[config.mk]
export PLATFORM = sky130hd
export DESIGN_NAME = fxp_div_root_flat
export DESIGN_NICKNAME = d
export VERILOG_FILES = /design/src/rtl/fxp_div_root_if.sv /design/src/rtl/fxp_div_root.sv /design/src/flat_wrapper.sv
export SDC_FILE = /design/constraint.sdc
export NUM_CORES = 1
export LEC_CHECK = 0
export CORE_MARGIN = 5
export CORE_UTILIZATION = 55
export CTS_CLUSTER_DIAMETER = 30
export CTS_CLUSTER_SIZE = 40
export DETAILED_ROUTE_END_ITERATION = 6
export GPL_ROUTABILITY_DRIVEN = 0
export PLACE_DENSITY_LB_ADDON = 0.08
export SYNTH_ARGS = -nofsm -noshare
export SYNTH_HDL_FRONTEND = slang
export SYNTH_SLANG_ARGS = --single-unit
[constraint.sdc]
create_clock -name clk -period 7.9 [get_ports clk]
set_input_delay 1.58 -clock clk [delete_from_list [all_inputs] [get_ports clk]]
set_output_delay 1.58 -clock clk [all_outputs]
set_load 0.005 [all_outputs]
[src/rtl/fxp_div_root_if.sv]
// Request/response bundle for fxp_div_root. The master issues operands and
// consumes results; the slave is the arithmetic block.
interface fxp_div_root_if #(
  parameter int INT_W  = 10,
  parameter int FRAC_W = 10,
  parameter int ARG_W  = 3
);
  localparam int W = INT_W + FRAC_W;

  logic             in_valid;
  logic             in_ready;
  logic             in_mode;
  logic [INT_W-1:0] in_data_1;
  logic [ARG_W-1:0] in_data_2;
  logic             out_valid;
  logic             out_ready;
  logic [W-1:0]     out_data;
  logic             out_err;

  modport master (
    output in_valid, in_mode, in_data_1, in_data_2, out_ready,
    input  in_ready, out_valid, out_data, out_err
  );

  modport slave (
    input  in_valid, in_mode, in_data_1, in_data_2, out_ready,
    output in_ready, out_valid, out_data, out_err
  );
endinterface

[src/rtl/fxp_div_root.sv]
// Sequential unsigned fixed-point divider / n-th root: restoring division one
// quotient bit per cycle, or bitwise root search using repeated fixed-point multiplies.
module fxp_div_root #(
  parameter int INT_W  = 10,
  parameter int FRAC_W = 10,
  parameter int ARG_W  = 3
) (
  input  logic clk,
  input  logic rst_n,
  fxp_div_root_if.slave bus
);
  localparam int W     = INT_W + FRAC_W;
  localparam int BIT_W = $clog2(W);

  typedef enum logic [1:0] {S_IDLE, S_DIV, S_ROOT, S_DONE} state_e;

  state_e state_q, state_d;

  logic [INT_W-1:0] x_q,    x_d;
  logic [ARG_W-1:0] arg_q,  arg_d;
  logic [W-1:0]     acc_q,  acc_d;   // dividend/quotient shift reg, or root Q
  logic [ARG_W-1:0] rem_q,  rem_d;
  logic [W-1:0]     p_q,    p_d;
  logic             over_q, over_d;
  logic             err_q,  err_d;
  logic [BIT_W-1:0] bit_q,  bit_d;
  logic [ARG_W-1:0] mul_q,  mul_d;

  logic             accept;
  logic             last_bit;
  logic             cmp_cycle;
  logic [W-1:0]     mask;
  logic [W-1:0]     t_val;
  logic [W-1:0]     x_ext;
  logic [2*W-1:0]   prod_sh;
  logic [ARG_W:0]   rem_sh;
  logic [ARG_W-1:0] rem_sub;
  logic             keep;
  logic [W-1:0]     acc_new;

  assign accept    = (state_q == S_IDLE) && bus.in_valid;
  assign last_bit  = (bit_q == '0);
  assign cmp_cycle = (mul_q == '0);
  assign mask      = W'(1) << bit_q;
  assign t_val     = acc_q | mask;
  assign x_ext     = {x_q, {FRAC_W{1'b0}}};
  // Scaled product; any set bit above W means the power overflowed the format.
  assign prod_sh   = ({{W{1'b0}}, p_q} * {{W{1'b0}}, t_val}) >> FRAC_W;
  assign rem_sh    = {rem_q, acc_q[W-1]};
  assign rem_sub   = rem_sh[ARG_W-1:0] - arg_q;
  assign keep      = !over_q && (p_q <= x_ext);
  assign acc_new   = keep ? t_val : acc_q;

  // NOTE: sequential state uses non-blocking assignments so every register
  // samples pre-edge values regardless of statement order.
  always_ff @(posedge clk or negedge rst_n) begin
    if (!rst_n) state_q <= S_IDLE;
    else        state_q <= state_d;
  end

  always_comb begin
    state_d = state_q;
    unique case (state_q)
      S_IDLE: if (bus.in_valid) begin
        if (bus.in_data_2 == '0) state_d = S_DONE;
        else                     state_d = bus.in_mode ? S_ROOT : S_DIV;
      end
      S_DIV:  if (last_bit) state_d = S_DONE;
      S_ROOT: if (last_bit && cmp_cycle) state_d = S_DONE;
      S_DONE: if (bus.out_ready) state_d = S_IDLE;
      default: state_d = S_IDLE;
    endcase
  end

  always_comb begin
    bus.in_ready  = (state_q == S_IDLE);
    bus.out_valid = (state_q == S_DONE);
    bus.out_data  = (state_q == S_DONE) ? acc_q : '0;
    bus.out_err   = (state_q == S_DONE) && err_q;
  end

  // NOTE: every next-state signal takes a default first, so no path through
  // the case statement can leave it unassigned and infer a latch.
  always_comb begin
    x_d    = x_q;
    arg_d  = arg_q;
    acc_d  = acc_q;
    rem_d  = rem_q;
    p_d    = p_q;
    over_d = over_q;
    err_d  = err_q;
    bit_d  = bit_q;
    mul_d  = mul_q;
    unique case (state_q)
      S_IDLE: if (accept) begin
        x_d    = bus.in_data_1;
        arg_d  = bus.in_data_2;
        rem_d  = '0;
        over_d = 1'b0;
        bit_d  = BIT_W'(W - 1);
        mul_d  = bus.in_data_2 - ARG_W'(1);
        p_d    = W'(1) << (W - 1);
        if (bus.in_data_2 == '0) begin
          err_d = 1'b1;
          acc_d = '1;
        end else begin
          err_d = 1'b0;
          acc_d = bus.in_mode ? '0 : {bus.in_data_1, {FRAC_W{1'b0}}};
        end
      end
      S_DIV: begin
        if (rem_sh >= {1'b0, arg_q}) begin
          rem_d = rem_sub;
          acc_d = {acc_q[W-2:0], 1'b1};
        end else begin
          rem_d = rem_sh[ARG_W-1:0];
          acc_d = {acc_q[W-2:0], 1'b0};
        end
        if (!last_bit) bit_d = bit_q - BIT_W'(1);
      end
      S_ROOT: begin
        if (!cmp_cycle) begin
          p_d    = prod_sh[W-1:0];
          over_d = over_q | (|prod_sh[2*W-1:W]);
          mul_d  = mul_q - ARG_W'(1);
        end else begin
          acc_d  = acc_new;
          over_d = 1'b0;
          mul_d  = arg_q - ARG_W'(1);
          p_d    = acc_new | (mask >> 1);
          if (!last_bit) bit_d = bit_q - BIT_W'(1);
        end
      end
      default: ;
    endcase
  end

  always_ff @(posedge clk or negedge rst_n) begin
    if (!rst_n) begin
      x_q    <= '0;
      arg_q  <= '0;
      acc_q  <= '0;
      rem_q  <= '0;
      p_q    <= '0;
      over_q <= 1'b0;
      err_q  <= 1'b0;
      bit_q  <= '0;
      mul_q  <= '0;
    end else begin
      x_q    <= x_d;
      arg_q  <= arg_d;
      acc_q  <= acc_d;
      rem_q  <= rem_d;
      p_q    <= p_d;
      over_q <= over_d;
      err_q  <= err_d;
      bit_q  <= bit_d;
      mul_q  <= mul_d;
    end
  end
endmodule

[src/flat_wrapper.sv]
// flat-port wrapper written by rule: the top's interface ports become plain ports
module fxp_div_root_flat 
#(
  parameter int INT_W  = 10,
  parameter int FRAC_W = 10,
  parameter int ARG_W  = 3
)
  (clk, rst_n, bus_in_valid, bus_in_mode, bus_in_data_1, bus_in_data_2, bus_out_ready, bus_in_ready, bus_out_valid, bus_out_data, bus_out_err);
  fxp_div_root_if #(.INT_W(INT_W), .FRAC_W(FRAC_W), .ARG_W(ARG_W)) bus_i ();
  input  logic clk;
  input  logic rst_n;
  input wire logic [$bits(bus_i.in_valid)-1:0] bus_in_valid;
  input wire logic [$bits(bus_i.in_mode)-1:0] bus_in_mode;
  input wire logic [$bits(bus_i.in_data_1)-1:0] bus_in_data_1;
  input wire logic [$bits(bus_i.in_data_2)-1:0] bus_in_data_2;
  input wire logic [$bits(bus_i.out_ready)-1:0] bus_out_ready;
  output wire logic [$bits(bus_i.in_ready)-1:0] bus_in_ready;
  output wire logic [$bits(bus_i.out_valid)-1:0] bus_out_valid;
  output wire logic [$bits(bus_i.out_data)-1:0] bus_out_data;
  output wire logic [$bits(bus_i.out_err)-1:0] bus_out_err;
  assign bus_i.in_valid = bus_in_valid;
  assign bus_i.in_mode = bus_in_mode;
  assign bus_i.in_data_1 = bus_in_data_1;
  assign bus_i.in_data_2 = bus_in_data_2;
  assign bus_i.out_ready = bus_out_ready;
  assign bus_in_ready = bus_i.in_ready;
  assign bus_out_valid = bus_i.out_valid;
  assign bus_out_data = bus_i.out_data;
  assign bus_out_err = bus_i.out_err;
  fxp_div_root #(.INT_W(INT_W), .FRAC_W(FRAC_W), .ARG_W(ARG_W)) u_core (.clk(clk), .rst_n(rst_n), .bus(bus_i));
endmodule
==> results.ini <==
[finish]
area.growth.synth_to_final_pct=8.50
final_area_mm2=0.0197
drive_gt1_frac=0.0725
fill_cells=2917
diodes=0
nets=2615

[sta]
timing.fmax_mhz=128
finClkSkew_ns=0.00751
grt_setup_unrepaired=yes
setup_violations=0
post-route-min-period_ns=7.81
hold_violations=0
worstMarginPinSlew_ns=1.19
slew_violations=0
period_share=0.989
max_slew_margin=0.206

[floorplanning]
placementRows=66
initial_core_util=0.558
core_area_mm2=0.0325
dieArea_mm2=0.0367
ios=41
fp.dieH_um=192
dieWidth_um=192

[clocking]
clock_path_buffers=2
cts.sinks=68
cts_tree=built
hold_buffers=0
numCtsBuffers=9
clock_latency_ns=0.33
htree_levels=3
cts_root_buf=clkbuf_16
path_clk_slew_ns=0.06

[yosys]
syn_area_per_cell_um2=8.62
synth-edff-count=0
synth-seq-area-share=0.0937
synth.cell_area_mm2=0.0182
ys_seq_elements=68
ys_warn_count=0
synth_ff_type=dfrtp_1
async_flop_share=1.00
syn_inst=2106
yosysUniqueCellTypes=68
syn_nets=2616

[worst_setup_path]
cp_max_fo=7
worst_path_most_repeated_cell=fa_1
cp-start-kind=flip-flop
worst_path_max_delay_cell=fa_1
critPathRequiredTime_ns=8.11
rr_startpoint=u_core.bit_q[0]
cpPeakStageDelay_ns=0.56
cp-end-kind=flip-flop
critPathLaunch=u_core.bit_q[0]
path_class=reg -> reg
arrival_ns=8.02

[routing]
drt_pre_antenna_iters=6
num_vias=14700
drtIter0Drc=1066
antenna_left=0
viasPerCell=5.75
finalWirelength_mm=51.2
drc=0
post_drt_wl_per_cell_um=20.0

[place]
port_buffers=40
dpl_cell_area_mm2=0.0192
hpwlAfterDp_mm=40.5

[run_status]
outcome=finished clean

[global_route]
grt_max_degree=69
grt_pass1_wl_mm=83.9
grt_pass1_vias=15700
overflow=0
grt_usage=0.291
antenna_found_initial=0

[min_path]
hold_path.class=reg -> reg
worstHoldStart=u_core.err_q

[job]
cap_viol_max_count=0

-- critical path: cells and delay by family (launching register included) --
kind / cells / cell delay (ns)
buffers and inverters: 5 / 0.36
adders and majority gates: 9 / 4.11
AOI/OAI and AO/OA: 5 / 0.88
DFF: 1 / 0.46
and+or+nand+nor: 7 / 1.88
-- stage by stage --
| stage | hold WS, ns | setup TNS [ns] | util | std cells | worst slack [ns] |
|---|---|---|---|---|---|
| CTS | 0.502 | 0 | 0.601 | 2546 | 0.0132 |
| finish | 0.506 | 0 | 0.605 | 2552 | 0.0866 |
| detailed placement | 0.489 | -0.00524 | 0.590 | 2530 | -0.00524 |
| global route | 0.530 | -0.0776 | 0.605 | 2552 | -0.0776 |
| floorplan | 0.442 | 0 | - | 2106 | 0.390 |
| global placement | 0.477 | 0 | 0.590 | 2530 | 0.114 |
-- per-layer routing --
metal,share of wire,track usage
met1,0.41,0.381
met2,0.49,0.495
met3,0.060,0.0369
met4,0.045,0.110
met5,0,0
-- final timing paths --
| path | to | slack (ns) | cells after the start |
|---|---|---|---|
| setup / recovery | u_core.over_q | 0.09 | 26 |
| hold / removal | u_core.err_q | 0.51 | 2 |
| setup reg to reg | u_core.over_q | 0.09 | 26 |
| hold reg to reg | u_core.err_q | 0.51 | 2 |
| max in group asynchronous | u_core.bit_q[0] | 5.79 | 2 |
| min in group asynchronous | u_core.err_q | 1.45 | 2 |
-- cell type report --
class                      instances  area [um2]  area share
clock buffer                      12         267      0.0135
clock inverter                     4        70.1     0.00356
sequential                        68        1710      0.0866
multi-input combinational       1516       14600       0.742
tap                              442         553      0.0281
timing repair buffer             108         981      0.0498
inverter                         402        1510      0.0768
-- layout by cell type (no fill, tap or decap), types with 13 or more instances in the layout --
master             n
clkdlybuf4s50_1   39
a21o_1            23
and2_1           158
nor2_1            60
a211oi_1          13
nand3_1           15
dfrtp_1           65
inv_1            399
buf_4             62
xnor2_1           17
a31oi_1           21
mux2_2            14
a21oi_1           73
xor2_1            13
o21ai_0           77
fa_1             319
ha_1             168
nand2_1          225
nor2b_1          118
-- synthesized netlist by cell type (all sizes together) (8+ instances only) --
cell type  instances  area, um2
a211oi            16        138
a21o              26        195
a21oi             77        385
a221oi            12        105
a31oi             22        138
and2             161       1010
and3               9       56.3
clkbuf           116        435
dfrtp             68       1700
fa               320       6410
ha               172       2150
inv              401       1510
mux2              14        158
nand2            225        845
nand3             15       75.1
nand4              8       50.1
nor2              62        233
nor2b            118        738
nor3              13       65.1
o211ai            10       75.1
o21a               8       60.1
o21ai             82        410
or2               13       81.3
xnor2             17        149
xor2              13        114
-- flip-flops by register name, summed over array words and instances (netlist names) --
signal and count:
u_core.arg_q 3, u_core.mul_q 3, u_core.state_q 2, u_core.err_q 1, u_core.over_q 1, u_core.acc_q 20
u_core.rem_q 3, u_core.p_q 20, u_core.x_q 10, u_core.bit_q 5
-- timing repair --
| action | CTS | global route |
|---|---|---|
| setup endpoints to repair | 1 | 9 |
| resized for setup | 2 | 37 |
| gates cloned | 0 | 1 |
| setup buffers | 0 | 5 |
| pin swaps | 0 | 6 |
| endpoints found under the hold margin | 0 | 0 |
-- cell families after synthesis --
group                      synth area share
AOI/OAI and AO/OA                     0.112
adders and majority gates             0.471
muxes                                0.0125
DFF                                  0.0937
buffers and inverters                 0.109
and+or+nand+nor                       0.187
xor gates and xnor gates             0.0145
Power is not shown: default switching activity piles up to over one toggle a cycle in this logic, so the estimate is an artifact.
